**src/rtl/pdm_sample_feeder.sv**
```systemverilog
// pdm_sample_feeder: buffers stream samples in a small FIFO and releases one
// sample per timer tick onto a registered output that feeds the PDM modulator.
//
// Handshake: a sample is pushed on any rising edge where s_axis_tvalid and
// s_axis_tready are both high. s_axis_tready is a registered flag meaning
// "FIFO not full". It never depends on s_axis_tvalid and is low while in reset.
module pdm_sample_feeder #(
  parameter int NBITS     = 11,
  parameter int FIFO_AW   = 2,
  parameter int DIV_WIDTH = 16
) (
  input  logic                 clk,
  input  logic                 rst_n,
  input  logic [NBITS-1:0]     s_axis_tdata,
  input  logic                 s_axis_tvalid,
  output logic                 s_axis_tready,
  input  logic [DIV_WIDTH-1:0] period,
  input  logic                 enable,
  input  logic                 clear_underflow,
  output logic [NBITS-1:0]     dout,
  output logic                 underflow,
  output logic [FIFO_AW:0]     fifo_count
);

  localparam int DEPTH = 1 << FIFO_AW;
  localparam logic [FIFO_AW:0] FULL = (FIFO_AW + 1)'(DEPTH);

  logic [NBITS-1:0]     mem [DEPTH];
  logic [FIFO_AW-1:0]   wptr;
  logic [FIFO_AW-1:0]   rptr;
  logic [FIFO_AW:0]     count;
  logic [FIFO_AW:0]     count_nxt;
  logic                 ready_q;
  logic [DIV_WIDTH-1:0] cnt;
  logic                 tick;
  logic                 push;
  logic                 pop;

  // A pop needs data present before the edge, so a sample pushed on this
  // edge is never popped on the same edge.
  assign tick = enable && (cnt == '0);
  assign push = s_axis_tvalid && ready_q;
  assign pop  = tick && (count != '0);

  assign s_axis_tready = ready_q;
  assign fifo_count    = count;

  // Next occupancy: simultaneous push and pop leaves it unchanged.
  always_comb begin
    count_nxt = count;
    if (push && !pop) begin
      count_nxt = count + 1'b1;
    end else if (pop && !push) begin
      count_nxt = count - 1'b1;
    end
  end

  // Sample storage; contents are left stale on reset because the pointers
  // and count alone define which entries are valid.
  always_ff @(posedge clk) begin
    if (push) begin
      mem[wptr] <= s_axis_tdata;
    end
  end

  // FIFO pointers, occupancy and the registered ready flag.
  always_ff @(posedge clk or negedge rst_n) begin
    if (!rst_n) begin
      wptr    <= '0;
      rptr    <= '0;
      count   <= '0;
      ready_q <= 1'b0;
    end else begin
      if (push) begin
        wptr <= wptr + 1'b1;
      end
      if (pop) begin
        rptr <= rptr + 1'b1;
      end
      count   <= count_nxt;
      ready_q <= (count_nxt != FULL);
    end
  end

  // Update timer: reloads from period while idle or on a tick, so a new
  // period only takes effect at the next reload.
  always_ff @(posedge clk or negedge rst_n) begin
    if (!rst_n) begin
      cnt <= '0;
    end else if (!enable || tick) begin
      cnt <= period;
    end else begin
      cnt <= cnt - 1'b1;
    end
  end

  // Output sample register: changes only on a tick that finds data.
  always_ff @(posedge clk or negedge rst_n) begin
    if (!rst_n) begin
      dout <= '0;
    end else if (pop) begin
      dout <= mem[rptr];
    end
  end

  // Sticky underflow: an empty tick wins over a same-cycle clear.
  always_ff @(posedge clk or negedge rst_n) begin
    if (!rst_n) begin
      underflow <= 1'b0;
    end else if (tick && (count == '0)) begin
      underflow <= 1'b1;
    end else if (clear_underflow) begin
      underflow <= 1'b0;
    end
  end

endmodule

```
**config.mk**
```make
export PLATFORM = sky130hd
export DESIGN_NAME = pdm_sample_feeder
export DESIGN_NICKNAME = d
export VERILOG_FILES = /design/src/rtl/pdm_sample_feeder.sv
export SDC_FILE = /design/constraint.sdc
export NUM_CORES = 1
export LEC_CHECK = 0
export CAP_MARGIN = 40
export CORE_ASPECT_RATIO = 1.2
export CORE_MARGIN = 5
export CORE_UTILIZATION = 51
export CTS_BUF_LIST = sky130_fd_sc_hd__clkbuf_2 sky130_fd_sc_hd__clkbuf_4 sky130_fd_sc_hd__clkbuf_8
export CTS_CLUSTER_SIZE = 14
export DETAILED_ROUTE_END_ITERATION = 8
export HOLD_SLACK_MARGIN = 0.08
export PLACE_DENSITY_LB_ADDON = 0.12
export SYNTH_ARGS = -nofsm -noshare
export SYNTH_HDL_FRONTEND = slang
export SYNTH_SLANG_ARGS = --single-unit
export TNS_END_PERCENT = 100
```
**constraint.sdc**
```tcl
create_clock -name clk -period 1.9 [get_ports clk]
set_clock_uncertainty 0.05 [all_clocks]
set_input_delay 0.57 -clock clk [delete_from_list [all_inputs] [get_ports clk]]
set_output_delay 0.57 -clock clk [all_outputs]
set_load 0.03 [all_outputs]
```
# == After elaboration in Yosys (flattened, before gate mapping) ==
# Memories as Yosys holds them, arrays and structs flattened. A register that Yosys moved wholly into a read port is not among the register bits.
# Cells that the tools add are included.
# totals
reg_bits,25
latch_bits,0
ram_bits,44
mem_bits_ro,0
input_bits,32
elab_cells,35
mem_count,1
# mem_list
memory,words,width,read_ports,rd_ports_with_merged_regs,wr,line,rtl
mem,4,11,1,1,1,28,logic [NBITS-1:0] mem [DEPTH];
# op_classes
addsub,5
mul,0
n_div,0
magnitude_cmp,0
eq_ne,1
shifts,0
mux,7
n_bitwise,0
n_reduce_logical,15
# ops
cell,count
$logic_not 16->1,1
$mux 16,1
$sub 16x1->16 const B,1
$logic_and 1x1->1,6
$mux 3,2
$add 2x1->2 const B,2
$logic_not 1->1,4
$mux 1,4
$add 3x1->3 const B,1
$logic_not 3->1,1
$ne 3x3->1 const B,1
$reduce_bool 3->1,1
$sub 3x1->3 const B,1
$reduce_bool 2->1,1
$logic_or 1x1->1,1

# == Longest topological paths before layout ==
# depth
word_depth,7
ltp_mapped,10

# == Least setup slack after synthesis ==
# No wires, ideal clock.
# synth_timing
path_kind,register -> register
from,reg count[0] (netlist: fifo_count[0])
to,"reg dout[10], read port of mem"
setup_time_ps,125
t_arrival_ps,1846
required_ps,1725
setup_slack_ps,-121
stages_incl_launch_ff,9
path_buffers,2
synth_period_minus_slack_ps,2021
path_cell_list,dfrtp_1 > inv_1 > ha_1 > nand2b_1 > and2_1 > and2_4 > buf_8 > buf_12 > mux2_4
# synth_via
elab_chain_len,2
# synth_rtl
element,line,rtl
start: declaration,31,logic [FIFO_AW:0] count;
start signal: assignment,80,count <= count_nxt;
$reduce_bool 3->1,43,assign pop = tick && (count != '0);
$logic_and 1x1->1,43,
end: declaration,20,"output logic [NBITS-1:0] dout,"
# Every way passes these cells.
# A chain may end at the register's enable or synchronous reset.

# == Worst setup path after layout ==
# layout_timing
from,reg cnt[7]
to,"reg dout[3], read port of mem"
# layout_via
elab_chain_len,3
# layout_rtl
element,line,rtl
start: declaration,34,logic [DIV_WIDTH-1:0] cnt;
start signal: assignment,91,cnt <= period;
start signal: assignment,93,cnt <= cnt - 1'b1;
$logic_not 16->1,41,assign tick = enable && (cnt == '0);
$logic_and 1x1->1,41,
$logic_and 1x1->1,43,
# Every way passes these cells.

==> results.json <==
{
  "synth_cells": 234,
  "dp.cells": 395,
  "synthSimpleGateAreaFrac_pct": 9.182,
  "hpwl_um": 4618,
  "yosys_register_bits": 80,
  "worstSetupStartpointType": "register",
  "ys_top_cells_by_area": "edfxtp_1 38%, dfrtp_1 26%, mux4_2 7.1%",
  "cts.sinks": 80,
  "synthXorXnorAreaFrac_pct": 5.466,
  "final-hold-violation-count": 0,
  "io_buffers": 47,
  "clk_latency_ps": 340,
  "critPathMaxFanout": 16,
  "grt_pass1_wl_um": 10610,
  "synth_edf_count": 44,
  "synth.avg_cell_area_um2": 14.97,
  "r2r_setup_slack_ps": -10,
  "top_layer_used": "met4",
  "critPathRequiredTime_ps": 2080,
  "clk_pin_slew_ps": 80,
  "worst_setup_path_end_kind": "register",
  "drv_slew": 0,
  "fin_crit_ps": 1913,
  "r2r_start": "cnt[7]$_DFF_PN0_",
  "violations": "negative setup slack",
  "vias": 2131,
  "wl_met3_um": 265,
  "cts_made_buffers": 9,
  "ctsLongestPathBuffers": 2,
  "first_global_vias": 2231,
  "syn2layout_area_growth_pct": 30.58,
  "arrival_ps": 2090,
  "dieArea_mm2": 0.008631,
  "period_share_pct": 100.7,
  "initial_core_util_pct": 51.72,
  "rr_worst_depth": 4,
  "post_layout_nonfiller_instances": 414,
  "hold_class": "primary input to asynchronous set/reset pin",
  "wl_per_cell_um": 15.69,
  "cts-root-buf": "clkbuf_8",
  "synthFlopType": "edfxtp_1",
  "setup_ws_ps": -13.08,
  "wl_met1_um": 2546,
  "core_mm2": 0.006771,
  "power.density_mw_per_mm2": 984.0,
  "synth_top_area_cell": "edfxtp_1",
  "drt_iter0_drc": 74,
  "die_y_um": 100.8,
  "worst_slew_pin_slew_ps": 477.8,
  "relSlewSlack_pct": 68.14,
  "final.fill_count": 521,
  "gp_congestion": 0.7848,
  "grt_max_degree": 37,
  "crit-reg2reg-capture": "dout[3]$_DFFE_PN0P_",
  "grt_overflow_total": 0,
  "diodes": 0,
  "irDropWorstVdd_mv": 0.6089,
  "syn_area_mm2": 0.003502,
  "io_pins": 48,
  "crit_type": "register to register",
  "ys_warn_count": 0,
  "routed_wl_um": 6495,
  "ys_seq_area_share_pct": 63.45,
  "synth_compound_area_share_pct": 4.394,
  "drive_gt1_share_pct": 29.05,
  "synth_cell_types": 43,
  "first_pass_iters": 4,
  "drt.antenna.violating_nets": 0,
  "synthMuxAreaShare_pct": 11.36,
  "maxCapViolCount": 0,
  "route.detailed.drc": 0,
  "hold_buffers": 0,
  "rsz0062_at_grt": "yes",
  "grt_usage_pct": 16.22,
  "wl_met2_um": 3610,
  "htreeDepth": 3,
  "p_leak_nw": 1.857,
  "startpoint": "cnt[7]$_DFF_PN0_",
  "fmax_mhz": 522.7,
  "yosysTopAreaCellShare_pct": 37.73,
  "final_core_util_pct": 67.54,
  "row_count": 33,
  "final-setup-viol-count": 1,
  "grt_antenna_before_repair": 0,
  "final_cell_mix": "44 x edfxtp_1, 34 x dfrtp_1, 33 x buf_4, 30 x clkdlybuf4s50_1, 24 x nand2_1",
  "mostFrequentLayoutCell": "edfxtp_1",
  "syn-num-nets": 275,
  "viasPerCell": 5.147,
  "cts_tree": "yes",
  "run_status": "finished with violations",
  "synth_top_family_by_area": "multiplexers",
  "synth_fa_ha_area_share_pct": 3.215,
  "async_reset_ff_share_pct": 45.00,
  "fin_nets": 363,
  "fin_tns_setup_ps": -13.08,
  "die_x_um": 85.65
}
[sequential cells by signal, summed over array words and instances (netlist names)]
signal	count
rptr	2
fifo_count	3
wptr	2
underflow	1
s_axis_tready	1
dout	11
cnt	16
mem	44
[stage by stage]
step	hold slack [ps]	total power [mW]	area [um2]	setup slack [ps]
2_1_floorplan	224.4	2.881	3511	1.378
3_3_place_gp	443.0	3.406	4329	-237.4
3_5_place_dp	445.0	3.438	4329	-250.8
4_1_cts	220.8	4.519	4517	-89.63
5_1_grt	237.6	4.760	4573	-98.57
6_report	207.5	4.500	4573	-13.08
[cells in the mapped netlist (all sizes together) (2+ instances only)]
master	n
edfxtp	44
clkbuf	4
o21ai	17
mux4	11
nand2b	2
o211ai	2
xor2	7
inv	7
nor3	4
and2	3
mux2	11
xnor2	14
nor2	5
nand3	5
buf	5
nor4	4
a21oi	3
ha	9
dfrtp	36
nand2	25
and3	5
[layer usage]
layer,vias up,global-route usage [%]
li1,1033,-
met5,-,0
met2,40,29.25
met4,0,5.847
met3,7,4.497
met1,1051,18.27
[kinds of logic after synthesis]
group / after synthesis
compound gates: 27
mux: 22
simple gates: 59
flops: 80
buf+inv: 16
fa+ha+maj: 9
xor+xnor: 21
[cell type report]
| cell class | count | area [um2] | share of cell area (%) |
|---|---|---|---|
| clock buffer | 11 | 138.9 | 3.037 |
| clock inverter | 5 | 32.53 | 0.7114 |
| inverter | 7 | 26.28 | 0.5746 |
| multi-input combinational | 138 | 1245 | 27.22 |
| sequential | 80 | 2225 | 48.65 |
| tap | 87 | 108.9 | 2.380 |
| timing repair buffer | 86 | 797.0 | 17.43 |
[worst max-delay path: stages (launching register included)]
cell and delay (ps):
dfrtp_1 420, nor4_4 330, and4_4 290, and2_4 330, mux2_2 370
[worst max-delay path by stage]
stage / depth (start not counted) / to / slack [ps]
after global placement: 4 / dout[3]$_DFFE_PN0P_ / -240
after CTS: 7 / s_axis_tready$_DFF_PN0_ / -90
after detailed placement: 4 / dout[2]$_DFFE_PN0P_ / -250
after floorplan: 7 / dout[10]$_DFFE_PN0P_ / 1
final: 4 / dout[3]$_DFFE_PN0P_ / -10
after global routing: 7 / s_axis_tready$_DFF_PN0_ / -100
[where the power goes]
group | internal [mW] | total, mW | switching [mW]
clock network | 0.502 | 1.09 | 0.590
logic | 0.567 | 1.16 | 0.589
registers | 2.13 | 2.25 | 0.123
total | 3.20 | 4.50 | 1.30
[timing repair]
item	4_1_cts	5_1_grt
buffers inserted	2	2
gates resized for setup	22	11
pin swaps	5	8
endpoints found under the hold margin	0	0
setup endpoints to repair	29	28
(Power assumes the default switching activity.)
